File: src/rtl/tick_gen_pkg.sv
// Shared configuration for the tick generator: channel count, counter width,
// reset divisors derived from the system and target frequencies, channel config struct.
package tick_gen_pkg;

    localparam int tick_nch   = 3;
    localparam int tick_cnt_w = 32;

    localparam longint unsigned clk_freq  = 64'd100_000_000;
    localparam longint unsigned baudrate  = 64'd115_200;
    localparam longint unsigned slow_freq = 64'd10_000_000;
    localparam longint unsigned rtc_freq  = 64'd1_000_000;

    localparam logic [tick_cnt_w-1:0] DIV_UART = tick_cnt_w'(clk_freq / baudrate);
    localparam logic [tick_cnt_w-1:0] DIV_SLOW = tick_cnt_w'(clk_freq / slow_freq);
    localparam logic [tick_cnt_w-1:0] DIV_RTC  = tick_cnt_w'(clk_freq / rtc_freq);
    // Fractional remainder of the baud divisor, in 1/256 cycle units.
    localparam logic [7:0] FRAC_UART = 8'(((clk_freq * 64'd256) / baudrate) % 64'd256);

    localparam logic [tick_nch-1:0][tick_cnt_w-1:0] TICK_DIV_INIT  = {DIV_RTC, DIV_SLOW, DIV_UART};
    localparam logic [tick_nch-1:0][7:0]            TICK_FRAC_INIT = {8'd0, 8'd0, FRAC_UART};

    typedef struct packed {
        logic [tick_cnt_w-1:0] div;
        logic [7:0]            frac;
    } tick_chan_t;

endpackage

File: src/rtl/tick_gen_chan.sv
// One tick channel: down counter, optional fractional accumulator and registered strobe.
// Fractional stretching is compiled in only when TICK_GEN_FRAC_EN is defined.
module tick_chan #(
    parameter int               CNT_W     = 32,
    parameter logic [CNT_W-1:0] DIV_INIT  = CNT_W'(1),
    parameter logic [7:0]       FRAC_INIT = 8'd0
) (
    input  logic             clock,
    input  logic             reset,
    input  logic             i_en,
    input  logic             i_sync,
    input  logic             i_wr,
    input  logic [CNT_W-1:0] i_wr_div,
    input  logic [7:0]       i_wr_frac,
    output logic             o_tick
);

    localparam logic [CNT_W-1:0] ONE  = CNT_W'(1);
    localparam logic [CNT_W-1:0] ZERO = {CNT_W{1'b0}};

    function automatic logic [CNT_W-1:0] eff_div(input logic [CNT_W-1:0] d);
        return (d < CNT_W'(2)) ? ONE : d;
    endfunction

    logic [CNT_W-1:0] r_div;
    logic [CNT_W-1:0] r_cnt;
    logic             r_tick;
    logic [CNT_W-1:0] w_d_cur;
    logic [CNT_W-1:0] w_d_new;
    logic [CNT_W-1:0] w_reload;

    // Normal reloads use the divisor in force; sync/idle see a same-edge write.
    assign w_d_cur = eff_div(r_div);
    assign w_d_new = eff_div(i_wr ? i_wr_div : r_div);

`ifdef TICK_GEN_FRAC_EN
    logic [7:0] r_frac;
    logic [7:0] r_acc;
    logic [8:0] w_acc_sum;

    assign w_acc_sum = {1'b0, r_acc} + {1'b0, r_frac};
    assign w_reload  = w_acc_sum[8] ? w_d_cur : (w_d_cur - ONE);

    // Fraction register and accumulator; a carry stretches the next period by one cycle.
    always_ff @(posedge clock) begin
        if (reset) begin
            r_frac <= FRAC_INIT;
            r_acc  <= 8'd0;
        end else begin
            if (i_wr) begin
                r_frac <= i_wr_frac;
            end
            if (i_sync || !i_en) begin
                r_acc <= 8'd0;
            end else if (r_cnt == ZERO) begin
                r_acc <= w_acc_sum[7:0];
            end
        end
    end
`else
    logic w_unused_frac;

    assign w_unused_frac = ^{i_wr_frac, FRAC_INIT};
    assign w_reload      = w_d_cur - ONE;
`endif

    // Divisor, counter and strobe; sync and idle both park the counter at D-1.
    always_ff @(posedge clock) begin
        if (reset) begin
            r_div  <= DIV_INIT;
            r_cnt  <= eff_div(DIV_INIT) - ONE;
            r_tick <= 1'b0;
        end else begin
            if (i_wr) begin
                r_div <= i_wr_div;
            end
            if (i_sync || !i_en) begin
                r_cnt  <= w_d_new - ONE;
                r_tick <= 1'b0;
            end else if (r_cnt == ZERO) begin
                r_cnt  <= w_reload;
                r_tick <= 1'b1;
            end else begin
                r_cnt  <= r_cnt - ONE;
                r_tick <= 1'b0;
            end
        end
    end

    assign o_tick = r_tick;

endmodule

File: src/rtl/tick_gen.sv
// Multi-channel programmable tick generator: write decode and sync fan-out to NCH channels.
// Define TICK_GEN_FRAC_EN to enable fractional (1/256 cycle) divisors.
module tick_gen
    import tick_gen_pkg::*;
#(
    parameter int                          NCH       = tick_nch,
    parameter int                          CNT_W     = tick_cnt_w,
    parameter logic [NCH-1:0][CNT_W-1:0]   DIV_INIT  = TICK_DIV_INIT,
    parameter logic [NCH-1:0][7:0]         FRAC_INIT = TICK_FRAC_INIT,
    localparam int                         CH_W      = (NCH > 1) ? $clog2(NCH) : 1
) (
    input  logic             clock,
    input  logic             reset,
    input  logic [NCH-1:0]   en,
    input  logic             sync,
    input  logic             wr_en,
    input  logic [CH_W-1:0]  wr_ch,
    input  logic [CNT_W-1:0] wr_div,
    input  logic [7:0]       wr_frac,
    output logic [NCH-1:0]   tick
);

    logic [NCH-1:0] w_wr_hit;

    for (genvar g = 0; g < NCH; g++) begin : g_chan
        // Channel indices at or beyond NCH never match, so such writes are dropped.
        assign w_wr_hit[g] = wr_en && (wr_ch == CH_W'(g));

        tick_chan #(
            .CNT_W     (CNT_W),
            .DIV_INIT  (DIV_INIT[g]),
            .FRAC_INIT (FRAC_INIT[g])
        ) u_chan (
            .clock     (clock),
            .reset     (reset),
            .i_en      (en[g]),
            .i_sync    (sync),
            .i_wr      (w_wr_hit[g]),
            .i_wr_div  (wr_div),
            .i_wr_frac (wr_frac),
            .o_tick    (tick[g])
        );
    end

endmodule

File: config.mk
export PLATFORM = sky130hd
export DESIGN_NAME = tick_gen
export DESIGN_NICKNAME = d
export VERILOG_FILES = /design/src/rtl/tick_gen_pkg.sv /design/src/rtl/tick_gen_chan.sv /design/src/rtl/tick_gen.sv
export SDC_FILE = /design/constraint.sdc
export NUM_CORES = 1
export LEC_CHECK = 0
export ABC_AREA = 1
export CORE_MARGIN = 4
export CORE_UTILIZATION = 28
export CTS_CLUSTER_SIZE = 14
export DETAILED_ROUTE_END_ITERATION = 7
export GPL_TIMING_DRIVEN = 0
export PLACE_DENSITY = 0.47
export SETUP_SLACK_MARGIN = 0.1
export SYNTH_ARGS = -nofsm -noshare
export SYNTH_HDL_FRONTEND = slang
export SYNTH_SLANG_ARGS = --single-unit
export TNS_END_PERCENT = 50
File: constraint.sdc
create_clock -name clock -period 3.7 [get_ports clock]
set_input_delay 0.37 -clock clock [delete_from_list [all_inputs] [get_ports clock]]
set_output_delay 0.37 -clock clock [all_outputs]
set_load 0.02 [all_outputs]
==> results.yml <==
detailed_routing:
  ant_nets: 0
  drc: 0
  drtPass1Iterations: 6
  wirelength_um: 47900
  drt-initial-drc-count: 1172
  vias_per_cell: 4.58
  avgRoutedWirePerCell_um: 16.6
  num_vias: 13184
worst_setup_path:
  critPathArrivalTime_ps: 3670
  cp_num_cells: 18
  startpoint: "sync"
  slowest_stage: "clkbuf_1"
  cp.required_ps: 4100
  end_kind: "flip-flop"
  critPathMaxStageDelay_ps: 520
  r2r_cells: 16
  rrSetupSlack_ps: 720
  critical-path-top-cell-by-count: "nand2_1"
  start_kind: "input port"
  critical_path.endpoint: "g_chan[0].u_chan.r_cnt[24]"
  r2r_end: "g_chan[0].u_chan.r_cnt[10]"
  worstSetupPathType: "in -> reg"
  critical_path.max_fanout: 10
  worstPathCellList: "clkdlybuf4s50_1, inv_1, nand2_1, clkinv_1, clkbuf_1, nor2_1, inv_1, nand2_1, inv_1, ha_1, nand3_1, nor2_1, nand3_1, nor2_4, nand2_1, nand2_1, nand2_1, nor2_1"
  crit_buf_inv: 6
  r2r_start: "g_chan[0].u_chan.r_cnt[17]"
  critPathTopFamily: "simple AND/OR/NAND/NOR gates"
clock_tree:
  cts_buffers: 17
  clock-sinks: 195
  cts_root_buffer: "clkbuf_16"
  htreeDepth: 4
  clock_latency_ps: 460
  clockBufferDepth: 2
  post_cts_buffers: 0
  cts_tree: "built"
  clk_pin_slew_ps: 70
timing:
  rsz0062_at_grt: "false"
  fmax_mhz: 306
  min_period_ps: 3270
  hold_violations: 0
  fin_crit_sh: 0.884
  tightest_slew_ps: 1090
  slew_headroom: 0.274
  setup_violations: 0
  whs_ps: 436
  fin_setup_tns_ps: 0
  fin_worst_skew_ps: 12.5
  drv_slew: 0
power_and_ir_drop:
  power.internal_uw: 3600
  combPwrFrac: 0.245
  seq_power_share: 0.418
  leakagePower_uw: 0.00731
  power.switching_uw: 1910
  peakVddDrop_mv: 0.274
  powerDensity_nw_per_um2: 385
  switching_share: 0.346
  p_clk_frac: 0.337
final_layout:
  final_common_cell: "nand2_1"
  instances_no_fill: 2881
  antenna_cells: 0
  areaGrowthSynthToFinish_pct: 13.8
  num-nets-final: 2328
  final_core_util: 0.323
  fin_area_um2: 14300
  final_cell_mix: "nand2_1, nor2_1, inv_1, dfxtp_1, a21oi_1"
  drive_gt1_frac: 0.0725
yosys:
  postSynthAreaPerCell_um2: 5.67
  synth_top_family_by_area: "simple AND/OR/NAND/NOR gates"
  ys_top_cells_by_area: "dfxtp_1, nand2_1, nor2_1, inv_1, a21oi_1"
  yosys_warnings: 0
  async_flop_share: 0
  ys_seq_area_frac: 0.311
  ys_ff_latch: 195
  yosys.area_share.adder: 0.00299
  postSynthCellCount: 2215
  synth_top_area_frac: 0.311
  synth-edff-count: 0
  syn_nets: 2267
  synth_xor_area_frac: 0.000697
  yosys.area.top_type: "dfxtp_1"
  yosys.area_share.simple: 0.446
  ys.flop_type: "dfxtp_1"
  syn_area_um2: 12600
  synthMuxAreaShare: 0
  ys_types: 39
  synth_compound_area_frac: 0.117
floorplanning:
  die_h_um: 220
  die_w_um: 220
  io_pins: 52
  die-area_um2: 48300
  start_util: 0.284
  rows: 77
  coreArea_um2: 44300
place:
  hpwl_um: 39200
  place_inst: 2849
  routabilityCongestion: 0.907
  portBuffers: 42
  place_area_um2: 13700
global_route:
  grt_max_degree: 17
  grt_pass1_wl_um: 72400
  antenna_found_initial: 1
  gr-total-overflow: 0
  grtUsageTotal: 0.198
  grt_pass1_vias: 12424
run_status:
  status: "completed"
min_path:
  min-delay-path-class: "in -> reg"
flow_run:
  cap_violations: 0
## cell usage after synthesis (6+ instances only)
cell	number
inv_2	6
nand3_1	53
nand3b_1	11
a21oi_2	25
buf_4	7
nor3_1	25
buf_6	11
nor2_1	492
o21ai_1	33
nand3_2	7
clkbuf_1	38
o21ai_0	46
a21oi_1	109
nand4_1	14
buf_2	15
o21ai_2	26
dfxtp_1	195
nor2_2	15
or2_2	7
inv_1	290
nand2_2	7
nand2_1	744
## state kept, by name (all words and copies together), names as in the netlist
register and cells:
g_chan.u_chan.o_tick 3, g_chan.u_chan.r_cnt 96, g_chan.u_chan.r_div 96
## through the flow
step / total power (uW) / worst slack (ps)
final: 5510 / 428
after global routing: 5820 / 166
after detailed placement: 3690 / -222
after CTS: 5540 / 251
after floorplan: 3260 / 1210
after global placement: 3680 / -218
## metal layers
metal  vias to the layer above  track usage  share of wire
li1                       6871            -              -
met1                      5955        0.266           0.47
met2                       304        0.329           0.45
met3                        52       0.0280          0.047
met4                         2       0.0641          0.026
met5                         -            0        0.00027
## power groups by stage
stage	sequential (uW)	clock, uW	combinational (uW)
after CTS	2300	1890	1350
after floorplan	2320	0	939
after detailed placement	2350	0	1340
after global routing	2310	1980	1530
final	2300	1860	1350
after global placement	2350	0	1330
## how the worst min path moves through the flow
stage / slack (ps) / depth (start not counted) / start / end
after floorplan: 500 / 2 / wr_div[3] / g_chan[1].u_chan.r_div[3]
after global placement: 570 / 4 / g_chan[2].u_chan.r_div[12] / g_chan[2].u_chan.r_div[12]
after detailed placement: 580 / 4 / g_chan[0].u_chan.r_div[1] / g_chan[0].u_chan.r_div[1]
after CTS: 410 / 4 / wr_en / g_chan[2].u_chan.r_div[7]
after global routing: 470 / 4 / wr_en / g_chan[2].u_chan.r_div[7]
final: 440 / 4 / wr_en / g_chan[2].u_chan.r_div[7]
## cell families (layout without fill, tap and decap cells)
kind of cell / after synthesis / count (layout)
flops: 195 / 195
xor+xnor: 1 / 1
compound gates: 249 / 249
simple gates: 1392 / 1392
buf+inv: 375 / 449
fa+ha+maj: 3 / 3
## cell type report
cell class	count	area [um2]
multi-input cells	1645	7120
clock buffers	20	457
inverters	298	1120
fillers	5057	30000
well taps	592	741
repair buffers	42	425
plain buffers	77	428
flip-flops and latches	195	3900
clock inverters	12	105
## worst register-to-register path, cell delays in order, from the launching register on
cell      delay [ps]
dfxtp_1          310
nor2_1           100
nand2_1           80
nor2_1           130
nand2_1           90
nor2_1           200
clkbuf_1         440
nand2_1          180
nand3b_1         130
nand2_2          100
ha_1             200
nand3_1          150
nor2_1           100
nand3_1          200
nor2_1           130
or2_1            220
a21oi_1          110
## repair_timing
item / CTS / global route
gates resized for setup: 0 / 3
setup endpoints to repair: 0 / 5
hold buffers: 0 / 0
Note: power is estimated with default switching activity, not from simulation.
